--- src/rtl/uart_cmd_ctrl.sv ---
// Command sequencer between the UART receive path and the ADC sampling logic.
// Parses 5-byte frames (HDR, CMD, ARG_H, ARG_L, CSUM), checks the XOR checksum,
// updates the ADC configuration registers and reports each frame outcome as a
// single ACK/NAK pulse plus a held error code.
//
// Receive handshake: rx_valid is a one-cycle strobe qualifying rx_byte; there is
// no back-pressure, so a byte is consumed (or deliberately dropped) on the edge
// where rx_valid is high. rx_err on the same edge overrides rx_valid and the
// byte is discarded.
module uart_cmd_ctrl #(
  parameter logic [7:0]  HDR         = 8'hAA,
  parameter int          TIMEOUT_CYC = 50000,
  parameter logic [15:0] DIV_DEFAULT = 16'd1000,
  parameter int          CHAN_W      = 3,
  parameter int          CHAN_MAX    = 7
) (
  input  logic              RST_clk,
  input  logic              RST_n,
  input  logic [7:0]        rx_byte,
  input  logic              rx_valid,
  input  logic              rx_err,
  output logic              adc_en,
  output logic [CHAN_W-1:0] adc_chan,
  output logic [15:0]       adc_div,
  output logic              cmd_ack,
  output logic              cmd_nak,
  output logic [2:0]        err_code,
  output logic              busy,
  output logic [2:0]        dbg_state
);

  localparam int              CNT_W      = $clog2(TIMEOUT_CYC);
  localparam logic [CNT_W-1:0] CNT_TERM  = CNT_W'(TIMEOUT_CYC - 1);
  localparam logic [15:0]     CHAN_LIMIT = 16'(CHAN_MAX);

  localparam logic [2:0] E_OK      = 3'd0;
  localparam logic [2:0] E_CSUM    = 3'd1;
  localparam logic [2:0] E_CMD     = 3'd2;
  localparam logic [2:0] E_ARG     = 3'd3;
  localparam logic [2:0] E_FRAMING = 3'd4;
  localparam logic [2:0] E_TIMEOUT = 3'd5;

  typedef enum logic [2:0] {
    S_IDLE    = 3'd0,
    S_GET_CMD = 3'd1,
    S_GET_AH  = 3'd2,
    S_GET_AL  = 3'd3,
    S_GET_CS  = 3'd4,
    S_EXEC    = 3'd5
  } state_e;

  state_e            state_q;
  logic [CNT_W-1:0]  cnt_q;
  logic [7:0]        cmd_q, ah_q, al_q, cs_q;
  logic              adc_en_q;
  logic [CHAN_W-1:0] adc_chan_q;
  logic [15:0]       adc_div_q;
  logic              ack_q, nak_q;
  logic [2:0]        err_q;

  logic              ok_d;
  logic [2:0]        code_d;
  logic              adc_en_d;
  logic [CHAN_W-1:0] adc_chan_d;
  logic [15:0]       adc_div_d;
  logic [15:0]       arg;

  assign arg = {ah_q, al_q};

  // Decode the latched frame: checksum first, then command and argument range.
  always_comb begin
    ok_d       = 1'b1;
    code_d     = E_OK;
    adc_en_d   = adc_en_q;
    adc_chan_d = adc_chan_q;
    adc_div_d  = adc_div_q;
    if ((cmd_q ^ ah_q ^ al_q) != cs_q) begin
      ok_d   = 1'b0;
      code_d = E_CSUM;
    end else begin
      case (cmd_q)
        8'h01: adc_en_d = 1'b1;
        8'h02: adc_en_d = 1'b0;
        8'h03: begin
          if (arg == 16'd0) begin
            ok_d   = 1'b0;
            code_d = E_ARG;
          end else begin
            adc_div_d = arg;
          end
        end
        8'h04: begin
          if (arg > CHAN_LIMIT) begin
            ok_d   = 1'b0;
            code_d = E_ARG;
          end else begin
            adc_chan_d = arg[CHAN_W-1:0];
          end
        end
        8'h05: begin
          adc_en_d   = 1'b0;
          adc_chan_d = '0;
          adc_div_d  = DIV_DEFAULT;
        end
        default: begin
          ok_d   = 1'b0;
          code_d = E_CMD;
        end
      endcase
    end
  end

  // Frame FSM with byte latches, idle timeout and registered outcome outputs.
  always_ff @(posedge RST_clk or negedge RST_n) begin
    if (!RST_n) begin
      state_q    <= S_IDLE;
      cnt_q      <= '0;
      cmd_q      <= '0;
      ah_q       <= '0;
      al_q       <= '0;
      cs_q       <= '0;
      adc_en_q   <= 1'b0;
      adc_chan_q <= '0;
      adc_div_q  <= DIV_DEFAULT;
      ack_q      <= 1'b0;
      nak_q      <= 1'b0;
      err_q      <= E_OK;
    end else begin
      ack_q <= 1'b0;
      nak_q <= 1'b0;
      case (state_q)
        S_IDLE: begin
          cnt_q <= '0;
          if (rx_valid && !rx_err && rx_byte == HDR) state_q <= S_GET_CMD;
        end
        S_GET_CMD, S_GET_AH, S_GET_AL, S_GET_CS: begin
          if (rx_err) begin
            state_q <= S_IDLE;
            cnt_q   <= '0;
            nak_q   <= 1'b1;
            err_q   <= E_FRAMING;
          end else if (rx_valid) begin
            // A byte on the terminal-count cycle still wins over the timeout.
            cnt_q <= '0;
            case (state_q)
              S_GET_CMD: begin cmd_q <= rx_byte; state_q <= S_GET_AH; end
              S_GET_AH:  begin ah_q  <= rx_byte; state_q <= S_GET_AL; end
              S_GET_AL:  begin al_q  <= rx_byte; state_q <= S_GET_CS; end
              default:   begin cs_q  <= rx_byte; state_q <= S_EXEC;   end
            endcase
          end else if (cnt_q == CNT_TERM) begin
            state_q <= S_IDLE;
            cnt_q   <= '0;
            nak_q   <= 1'b1;
            err_q   <= E_TIMEOUT;
          end else begin
            cnt_q <= cnt_q + CNT_W'(1);
          end
        end
        S_EXEC: begin
          // Receive strobes during this single cycle are intentionally dropped.
          state_q    <= S_IDLE;
          cnt_q      <= '0;
          adc_en_q   <= adc_en_d;
          adc_chan_q <= adc_chan_d;
          adc_div_q  <= adc_div_d;
          ack_q      <= ok_d;
          nak_q      <= !ok_d;
          err_q      <= code_d;
        end
        default: begin
          state_q <= S_IDLE;
          cnt_q   <= '0;
        end
      endcase
    end
  end

  assign adc_en    = adc_en_q;
  assign adc_chan  = adc_chan_q;
  assign adc_div   = adc_div_q;
  assign cmd_ack   = ack_q;
  assign cmd_nak   = nak_q;
  assign err_code  = err_q;
  assign busy      = (state_q != S_IDLE);
  assign dbg_state = state_q;

endmodule

--- config.mk ---
export PLATFORM = sky130hd
export DESIGN_NAME = uart_cmd_ctrl
export DESIGN_NICKNAME = d
export VERILOG_FILES = /design/src/rtl/uart_cmd_ctrl.sv
export SDC_FILE = /design/constraint.sdc
export NUM_CORES = 1
export LEC_CHECK = 0
export CORE_MARGIN = 1
export CORE_UTILIZATION = 49
export CTS_BUF_LIST = sky130_fd_sc_hd__clkbuf_8 sky130_fd_sc_hd__clkbuf_16
export DETAILED_ROUTE_END_ITERATION = 6
export GPL_ROUTABILITY_DRIVEN = 0
export PLACE_DENSITY = 0.73
export SLEW_MARGIN = 10
export SYNTH_ARGS = -nofsm -noshare
export SYNTH_HDL_FRONTEND = slang
export SYNTH_SLANG_ARGS = --single-unit
--- constraint.sdc ---
create_clock -name RST_clk -period 4.7 [get_ports RST_clk]
set_clock_uncertainty 0.05 [all_clocks]
set_input_delay 0.47 -clock RST_clk [delete_from_list [all_inputs] [get_ports RST_clk]]
set_output_delay 0.47 -clock RST_clk [all_outputs]
set_load 0.1 [all_outputs]
==> reports/metrics.json <==
{
  "tns": {"value": 0, "unit": "ps"},
  "hold_ws": {"value": 225, "unit": "ps"},
  "timing.fmax": {"value": 355, "unit": "MHz"},
  "post_synth_edffs": {"value": 0},
  "synthesis.area_per_instance": {"value": 11.3, "unit": "um2"},
  "die-width": {"value": 89.9, "unit": "um"},
  "netlist-cell-type-count": {"value": 51},
  "synth_top_cell_area_share": {"value": 0.462},
  "syn-instance-count": {"value": 336},
  "floorplan.initialDensity": {"value": 0.514},
  "min_period_over_period": {"value": 0.600},
  "detailedRoute.firstPassIterationCount": {"value": 4},
  "cts_repair_resize_count": {"value": 0},
  "cts_max_path_buffers": {"value": 2},
  "synth_area": {"value": 3790, "unit": "um2"},
  "clk_pin_slew": {"value": 80, "unit": "ps"},
  "critPathRequiredTime": {"value": 4180, "unit": "ps"},
  "root_buffer": {"value": "sky130_fd_sc_hd__clkbuf_8"},
  "synth.most_common_cell": {"value": "sky130_fd_sc_hd__dfrtp_1"},
  "synth.area.top_cells": {"value": "sky130_fd_sc_hd__dfrtp_1 46%, sky130_fd_sc_hd__mux2_2 11%, sky130_fd_sc_hd__xnor2_1 6.7%"},
  "first_global_vias": {"value": 2691},
  "layout.nets": {"value": 387},
  "syn-num-nets": {"value": 349},
  "sum_of_overflow_across_all_layers_after_global_routing": {"value": 0},
  "detail_route.iter0.violations": {"value": 99},
  "die_y": {"value": 89.9, "unit": "um"},
  "timing.final.ws_setup": {"value": 1880, "unit": "ps"},
  "insertion_delay": {"value": 340, "unit": "ps"},
  "place.detailed.instances": {"value": 462},
  "fillCellCount": {"value": 612},
  "cts.htree.levels": {"value": 3},
  "cts_hold_buffers": {"value": 0},
  "final_antenna_net_count": {"value": 0},
  "antenna_cells_inserted": {"value": 0},
  "tritoncts.num_buffers": {"value": 9},
  "ys_warn_count": {"value": 0},
  "pre_cts_worst_setup_slack": {"value": 1920, "unit": "ps"},
  "grt_pass1_wl": {"value": 13000, "unit": "um"},
  "cts_setup_buffers": {"value": 0},
  "detail_placement_hpwl": {"value": 5050, "unit": "um"},
  "placement.io_buffers": {"value": 40},
  "hp-class": {"value": "in -> async"},
  "global_route.usage.total": {"value": 0.200},
  "drt-total-wl": {"value": 7180, "unit": "um"},
  "hold_viol": {"value": 0},
  "async_reset_ff_frac": {"value": 1.00},
  "clock_sinks": {"value": 76},
  "yosys_register_bits": {"value": 76},
  "criticalPathCategory": {"value": "reg -> out"},
  "netlist.top_cell.by_area": {"value": "sky130_fd_sc_hd__dfrtp_1"},
  "grt_start_max_net_pins": {"value": 77},
  "drt-wirelength-per-cell": {"value": 15.0, "unit": "um"},
  "worst-path-max-fanout": {"value": 18},
  "area_of_the_core_region": {"value": 7370, "unit": "um2"},
  "synth_top_cells_by_count": {"value": "70 x sky130_fd_sc_hd__dfrtp_1, 38 x sky130_fd_sc_hd__mux2_2, 29 x sky130_fd_sc_hd__xnor2_1"},
  "seq_area_frac_synth": {"value": 0.504},
  "tritoncts_clock_tree": {"value": "built"},
  "final-instance-count-excl-fill": {"value": 478},
  "die-area": {"value": 8090, "unit": "um2"},
  "area_growth_synth_to_finish": {"value": 17.4, "unit": "%"},
  "vdd_drop_max": {"value": 0.148, "unit": "mV"},
  "power.density": {"value": 289, "unit": "nW/um2"},
  "timing.slew.headroom": {"value": 0.349},
  "standby_leakage_power": {"value": 0.00201, "unit": "uW"},
  "top_level_ports": {"value": 41},
  "antenna_found_initial": {"value": 0},
  "rsz0062_at_grt": {"value": "no"},
  "timing.final.setup_violations": {"value": 0},
  "via_per_inst": {"value": 5.38},
  "outcome": {"value": "completed"},
  "num_rows": {"value": 31},
  "timing_max_transition_violations_final": {"value": 0},
  "detail_route.drc_violations": {"value": 0},
  "ys.flop_type": {"value": "sky130_fd_sc_hd__dfrtp_1"},
  "startpoint_type": {"value": "flip-flop"},
  "timing_worst_slew_pin_value": {"value": 973, "unit": "ps"},
  "finalWorstPathRequiredPeriod": {"value": 2820, "unit": "ps"},
  "drive_gt1_frac": {"value": 0.177},
  "drv_cap": {"value": 0},
  "via_count": {"value": 2574},
  "cp-end-kind": {"value": "primary output"},
  "worst-endpoint-arrival": {"value": 2300, "unit": "ps"}
}
-- path summary, 6_finish.rpt --
check / start / endpoint / slack, ps / cells after the start
setup / recovery: dbg_state[2]$_DFFE_PN0P_ / busy / 1880 / 2
hold / removal: RST_n / adc_div[4]$_DFFE_PN0P_ / 230 / 1
setup reg to reg: cmd_q[0]$_DFFE_PN0P_ / adc_div[7]$_DFFE_PN1P_ / 1940 / 6
hold reg to reg: cnt_q[0]$_DFF_PN0_ / cnt_q[0]$_DFF_PN0_ / 400 / 1
max in group asynchronous: RST_n / cnt_q[14]$_DFF_PN0_ / 3790 / 1
min in group RST_clk: cnt_q[0]$_DFF_PN0_ / cnt_q[0]$_DFF_PN0_ / 400 / 1
-- flip-flops by register name, indices dropped and copies added, names as in the netlist, 3 cells and up --
signal     flops
ah_q           8
adc_div       16
cmd_q          8
dbg_state      3
adc_chan       3
cs_q           8
cnt_q         16
err_code       3
al_q           8
-- where the power goes --
part,leakage [uW],total [uW],switching [uW],internal (uW)
clock,0.000107,498,228,271
sequential,0.00103,675,10.1,665
combinational,0.000876,113,72.7,40.4
-- logic make-up after synthesis --
family,synth area share
muxes,0.139
and+or+nand+nor,0.171
AOI/OAI and AO/OA,0.0588
xor gates and xnor gates,0.0901
DFF,0.504
buffers and inverters,0.0337
adders and majority gates,0.00330
-- worst max-delay path, cell delays in order, from the launching register on --
cell                              delay [ps]
sky130_fd_sc_hd__dfrtp_1                 640
sky130_fd_sc_hd__or3_1                   190
sky130_fd_sc_hd__clkdlybuf4s50_1        1130
-- placed cells by master, fill, tap and decap left out, types with 10 or more instances in the layout --
cell,Yosys,final
sky130_fd_sc_hd__and3_1,10,10
sky130_fd_sc_hd__clkbuf_8,0,11
sky130_fd_sc_hd__clkdlybuf4s50_1,0,39
sky130_fd_sc_hd__dfrtp_1,70,70
sky130_fd_sc_hd__inv_1,17,18
sky130_fd_sc_hd__mux2_2,38,38
sky130_fd_sc_hd__mux2i_1,10,10
sky130_fd_sc_hd__nand2_1,22,22
sky130_fd_sc_hd__nor2_1,23,23
sky130_fd_sc_hd__xnor2_1,29,29
sky130_fd_sc_hd__xor2_1,10,10
-- cell type report --
cell class	instances	area, um2	area share
inverter	17	63.8	0.0143
tap	99	124	0.0278
clock inverter	5	51.3	0.0115
clock buffer	11	151	0.0340
sequential	76	1910	0.429
timing repair buffer	40	398	0.0894
multi-input combinational	230	1750	0.394
-- through the flow --
step / util / area (um2) / power, uW
after floorplan: - / 3790 / 758
after global placement: 0.576 / 4250 / 801
after detailed placement: 0.576 / 4250 / 802
after CTS: 0.604 / 4450 / 1300
after global routing: 0.604 / 4450 / 1340
final: 0.604 / 4450 / 1290
-- metal layers --
metal / part of all wire / track usage / up-vias / wire length [um]
li1: - / - / 1253 / -
met1: 0.48 / 0.274 / 1280 / 3480
met2: 0.48 / 0.324 / 33 / 3450
met3: 0.026 / 0.0440 / 8 / 185
met4: 0.0081 / 0.0524 / 0 / 58
met5: 0 / 0 / - / 0
(Power assumes the default switching activity.)
